==> config.mk <==
export PLATFORM = sky130hd
export DESIGN_NAME = hog_cell_sequencer
export DESIGN_NICKNAME = d
export VERILOG_FILES = /design/src/rtl/hog_cell_sequencer_pkg.sv /design/src/rtl/hog_cell_sequencer.sv
export SDC_FILE = /design/constraint.sdc
export NUM_CORES = 1
export LEC_CHECK = 0
export ABC_AREA = 0
export CORE_ASPECT_RATIO = 1.1
export CORE_MARGIN = 3
export CORE_UTILIZATION = 40
export DETAILED_ROUTE_END_ITERATION = 7
export GPL_TIMING_DRIVEN = 0
export PLACE_DENSITY = 0.87
export SKIP_LAST_GASP = 1
export SLEW_MARGIN = 20
export SYNTH_ARGS = -nofsm -noshare
export SYNTH_HDL_FRONTEND = slang
export SYNTH_SLANG_ARGS = --single-unit
==> constraint.sdc <==
create_clock -name clk_i -period 3.7 [get_ports clk_i]
set_input_delay 0.925 -clock clk_i [delete_from_list [all_inputs] [get_ports clk_i]]
set_output_delay 0.925 -clock clk_i [all_outputs]
set_load 0.02 [all_outputs]
==> src/rtl/hog_cell_sequencer_pkg.sv <==
// Shared types and constants for the HOG cell sequencer and its histogram load.
`timescale 1ns/1ps
package hog_pkg;

    localparam int unsigned MAG_W        = 14;  // ufix, En7
    localparam int unsigned ANG_W        = 14;  // sfix, En1 (half degrees)
    localparam int unsigned BIN_W        = 14;
    localparam int unsigned N_BINS       = 9;
    localparam int unsigned PIX_PER_CELL = 64;
    localparam int unsigned IDX_W        = 4;
    localparam int unsigned CELL_CNT_W   = 16;

    // Angle 0 sits outside every bin, so it doubles as the "add nothing" value.
    localparam logic [ANG_W-1:0] BUBBLE_ANGLE = '0;

    typedef enum logic [1:0] {
        IDLE  = 2'd0,
        ACCUM = 2'd1,
        FLUSH = 2'd2,
        OUT   = 2'd3
    } state_e;

    // Counter width able to hold 0..n (never narrower than one bit).
    function automatic int unsigned cnt_width(input int unsigned n);
        return (n < 2) ? 1 : $clog2(n + 1);
    endfunction

endpackage

==> src/rtl/hog_cell_sequencer.sv <==
// Drives one 9-bin orientation histogram through a HOG cell: clear, accumulate
// CELL_PIX pixel pairs, one flush cycle for the last add, then stream the bins out.
`timescale 1ns/1ps
module hog_cell_sequencer
    import hog_pkg::*;
#(
    parameter int unsigned CELL_PIX = PIX_PER_CELL
) (
    input  logic                      clk_i,
    input  logic                      rst_n_i,
    input  logic                      start_i,
    input  logic                      abort_i,
    input  logic                      in_valid_i,
    output logic                      in_ready_o,
    input  logic [MAG_W-1:0]          in_mag_i,
    input  logic [ANG_W-1:0]          in_angle_i,
    output logic                      hist_enable_o,
    output logic [MAG_W-1:0]          hist_mag_o,
    output logic [ANG_W-1:0]          hist_angle_o,
    input  logic [N_BINS*BIN_W-1:0]   hist_bins_i,
    output logic                      out_valid_o,
    input  logic                      out_ready_i,
    output logic [BIN_W-1:0]          out_bin_o,
    output logic [IDX_W-1:0]          out_idx_o,
    output logic                      out_last_o,
    output logic                      busy_o,
    output logic [CELL_CNT_W-1:0]     cell_count_o
);

    localparam int unsigned CNT_W = cnt_width(CELL_PIX);
    localparam logic [CNT_W-1:0] CNT_LAST = CNT_W'(CELL_PIX - 1);
    localparam logic [IDX_W-1:0] IDX_LAST = IDX_W'(N_BINS - 1);

    state_e                  state_q;
    logic [CNT_W-1:0]        cnt_q;
    logic [CNT_W-1:0]        cnt_d;
    logic [MAG_W-1:0]        hist_mag_q;
    logic [ANG_W-1:0]        hist_angle_q;
    logic [IDX_W-1:0]        out_idx_q;
    logic [IDX_W-1:0]        out_idx_d;
    logic [CELL_CNT_W-1:0]   cell_count_q;
    logic                    accept;
    logic                    out_hs;

    // Handshakes and incremented counters feeding the state register.
    always_comb begin
        accept    = in_valid_i && (state_q == ACCUM);
        out_hs    = out_ready_i && (state_q == OUT);
        cnt_d     = cnt_q + 1'b1;
        out_idx_d = out_idx_q + 1'b1;
    end

    // Sequencer FSM; abort outranks every other transition, and the histogram
    // operands fall back to a bubble whenever no pair is being handed over.
    always_ff @(posedge clk_i or negedge rst_n_i) begin
        if (!rst_n_i) begin
            state_q      <= IDLE;
            cnt_q        <= '0;
            hist_mag_q   <= '0;
            hist_angle_q <= BUBBLE_ANGLE;
            out_idx_q    <= '0;
            cell_count_q <= '0;
        end else if (abort_i) begin
            state_q      <= IDLE;
            cnt_q        <= '0;
            hist_mag_q   <= '0;
            hist_angle_q <= BUBBLE_ANGLE;
            out_idx_q    <= '0;
        end else begin
            case (state_q)
                IDLE: begin
                    hist_mag_q   <= '0;
                    hist_angle_q <= BUBBLE_ANGLE;
                    out_idx_q    <= '0;
                    if (start_i) begin
                        state_q <= ACCUM;
                        cnt_q   <= '0;
                    end
                end
                ACCUM: begin
                    if (accept) begin
                        hist_mag_q   <= in_mag_i;
                        hist_angle_q <= in_angle_i;
                        cnt_q        <= cnt_d;
                        if (cnt_q == CNT_LAST) state_q <= FLUSH;
                    end else begin
                        hist_mag_q   <= '0;
                        hist_angle_q <= BUBBLE_ANGLE;
                    end
                end
                FLUSH: begin
                    // The histogram is absorbing the final pair on this edge.
                    hist_mag_q   <= '0;
                    hist_angle_q <= BUBBLE_ANGLE;
                    out_idx_q    <= '0;
                    state_q      <= OUT;
                end
                OUT: begin
                    hist_mag_q   <= '0;
                    hist_angle_q <= BUBBLE_ANGLE;
                    if (out_hs) begin
                        if (out_idx_q == IDX_LAST) begin
                            out_idx_q    <= '0;
                            cell_count_q <= cell_count_q + 1'b1;
                            state_q      <= IDLE;
                        end else begin
                            out_idx_q <= out_idx_d;
                        end
                    end
                end
                default: state_q <= IDLE;
            endcase
        end
    end

    // Outputs decoded straight from registered state.
    always_comb begin
        in_ready_o    = (state_q == ACCUM);
        hist_enable_o = (state_q != IDLE);
        busy_o        = (state_q != IDLE);
        out_valid_o   = (state_q == OUT);
        out_last_o    = (state_q == OUT) && (out_idx_q == IDX_LAST);
        out_bin_o     = hist_bins_i[out_idx_q*BIN_W +: BIN_W];
        out_idx_o     = out_idx_q;
        hist_mag_o    = hist_mag_q;
        hist_angle_o  = hist_angle_q;
        cell_count_o  = cell_count_q;
    end

endmodule

==> results by group <==
Power and ir drop
  • Clk pwr share: 34.5%
  • Reg power frac: 34.9%
  • Maximum VDD drop: 369 uV
  • Internal: 1380 uW
  • Net Sw Frac: 27.6%
  • Total power: 1910 uW
  • Leak Pwr: 0.00254 uW
  • Logic pwr share: 30.6%
  • Net Sw Power: 528 uW
  • PD cells: 310 mW/mm^2

Worst setup path
  • Critical path class: in -> out
  • Worst Path Required: 2.77 ns
  • R2R setup slack: 1.33 ns
  • RR Endpoint: state_q[0]
  • Worst path arrival time: 2.69 ns
  • Critical-path top delay cell: clkdlybuf4s50_1
  • Maximum fanout along the worst path: 1
  • CP endpoint kind: primary output
  • CP Cell Sequence: clkdlybuf4s50_1, mux4_2, o221ai_1, nand2_1, clkdlybuf4s50_1
  • Top delay family on crit path: buffers and inverters
  • R2R Path Start: out_idx_o[0]
  • R2R depth: 8
  • Critical Path Start Type: input pin
  • Most frequent CP cell: clkdlybuf4s50_1
  • Slowest stage delay, CP: 0.57 ns
  • Buf+Inv Stages, Crit Path: 2

Synth
  • Post-Syn Area: 0.00354 mm^2
  • Top cells by instance count after synthesis: dfrtp_1, nand2_1, and2_1
  • Most used DFF post-synth: dfrtp_1
  • Register area share after synthesis: 40.3%
  • Yosys top cell area share: 40.3%
  • Async SR Flop Fraction: 100%
  • Distinct cell type count after synthesis: 48
  • Syn Area/Cell: 10.9 um^2
  • Most common cell in the netlist: dfrtp_1
  • Synth Warn #: 0
  • Mapped Cells: 326
  • Post-synth EDFFs: 0
  • Yosys top cell by area: dfrtp_1
  • Synthesis-stage register bit count: 57
  • Largest cells by area after synthesis: dfrtp_1, mux4_2, mux2_2
  • Syn Nets: 494

Layout
  • Net count, final: 731
  • FILL cells: 590
  • Finished Layout Cells: 679
  • N_diodes: 0
  • Proportion of layout cells with a drive suffix above 1: 12.7%
  • Design area: 0.00618 mm^2
  • Area delta synth->final: 74.5%
  • Final Core Density: 72.7%

GRT
  • Global-route wire length before repair: 19.5 mm
  • Largest net degree at the start of global routing: 58
  • Vias in the first global route: 3670
  • Global Route Usage Sum: 25.7%
  • Initial antenna violation count: 0
  • Grt total ovfl: 0

Floorplan
  • Effective utilization at floorplan: 41.6%
  • Die footprint: 0.0100 mm^2
  • Placeable Area: 0.00850 mm^2
  • I/O pin count: 227
  • Row count: 35
  • Die height: 105 um
  • Die Wd: 95.7 um

STA
  • Final setup fails: 0
  • Slew Limit Headroom: 53.6%
  • Slew Viols, Final: 0
  • Worst-Margin Slew: 0.696 ns
  • Hold Vio Cnt, Final: 0
  • FMAX: 277 MHz
  • Period Utilization, post-route: 97.7%
  • Total negative slack: 0 ns
  • Setup repair after global routing missed its margin: no
  • Layout Skew: 0.0128 ns
  • Min Tclk post-route: 3.62 ns

CTS
  • Number of CTS-inserted buffers: 9
  • Clock Tree Buf Depth: 2
  • CTS root buffer: clkbuf_8
  • Clock sink total: 57
  • Postcts setup bufs: 0
  • H-tree level count: 3
  • Clk pin slew, worst setup/hold paths: 0.07 ns
  • Hold buffers post-CTS: 0
  • CTS tree: done
  • Clock Latency Late Sink: 0.34 ns

Placed design
  • Placed cell count: 663
  • IO buf count: 226
  • Post-DP Area: 0.00594 mm^2
  • GP Congestion: 0.866
  • DPL Wire Length: 10.6 mm

Hold path
  • Worst min path class: reg -> reg
  • Hold-critical path endpoint: cell_count_o[15]
  • Hold_sp: cell_count_o[15]
  • Hold Crit Depth: 1

Detailed routing
  • Pre-antenna DRT Iters: 4
  • Vias per cell: 5.25
  • Residual DRC: 0
  • Initial drt markers: 170
  • Routed wire length: 13.2 mm
  • Vias: 3567
  • Post-detailed-route wirelength per cell: 19.5 um
  • Final ANT Viol Nets: 0

Flow run
  • Max-Cap Viols: 0

Status
  • Outcome: finished, final reports clean
[logic make-up after synthesis]
family                     synth area share [%]
and+or+nand+nor                            19.0
adders and majority gates                  2.83
AOI/OAI and AO/OA                          10.6
muxes                                      18.9
xor gates and xnor gates                   3.71
DFF                                        40.3
buffers and inverters                      4.67
[repair_timing]
item                                    4_1_cts  5_1_grt
cloned                                        0        0
gates resized for setup                       1        3
hold endpoints to repair                      0        0
endpoints found under the setup margin        6       11
[worst register-to-register path, stage by stage, from the launching register on]
cell	delay, ns
dfrtp_1	0.40
buf_6	0.17
buf_6	0.17
buf_6	0.17
inv_1	0.12
ha_1	0.23
nand4b_4	0.22
a221oi_2	0.43
mux2_1	0.36
[final cells by class]
class	instances	area, um^2	area share, %
timing repair buffer	226	2260	36.6
multi-input combinational	238	1960	31.7
sequential	57	1430	23.1
tap	111	139	2.25
clock buffer	10	138	2.23
buffer	23	138	2.23
clock inverter	6	90.1	1.46
inverter	8	30.0	0.486
[placed cells by master (no fill, tap or decap), drive strengths merged, types with 5 or more instances in the layout]
cell,instances
mux2,18
mux2i,15
and2,30
a31oi,14
dfrtp,57
nand3,6
inv,9
o21ai,9
clkdlybuf4s50,225
xnor2,8
nor2,8
buf,12
clkbuf,22
o221ai,14
ha,8
nand2,42
xor2,7
mux4,14
a21oi,5
[worst max-delay path by stage]
| stage | start | to | slack [ns] | cells past startpoint |
|---|---|---|---|---|
| 2_1_floorplan | out_idx_o[0] | out_bin_o[0] | 1.06 | 6 |
| 3_3_place_gp | rst_n_i | cell_count_o[15] | 0.06 | 1 |
| 3_5_place_dp | hist_bins_i[37] | out_bin_o[9] | 0.07 | 5 |
| 4_1_cts | out_idx_o[1] | out_bin_o[7] | 0.05 | 6 |
| 5_1_grt | out_idx_o[1] | out_bin_o[10] | 0.01 | 7 |
| 6_report | hist_bins_i[51] | out_bin_o[9] | 0.08 | 5 |
[state kept, by name, indices dropped and copies added (netlist names)]
signal	cells
cell_count_o	16
state_q	2
hist_angle_o	14
hist_mag_o	14
out_idx_o	4
cnt_q	7
[metal layers]
metal	track usage, %	part of all wire (%)
met5	0	0
met4	8.84	2.9
met3	10.7	12
met1	26.1	33
met2	46.2	52
[per-stage QoR]
step	worst slack (ns)	hold slack, ns
finish	0.0834	0.475
global route	0.0141	0.515
CTS	0.0493	0.479
detailed placement	0.0679	0.467
global placement	0.0553	0.462
floorplan	1.06	0.475
[power by group through the flow]
stage               combinational, uW  sequential (uW)  clock, uW
detailed placement                583              678          0
finish                            586              667        659
global route                      624              670        704
CTS                               589              668        668
floorplan                         255              687          0
global placement                  569              676          0
Power figures use the tool's default switching activity.
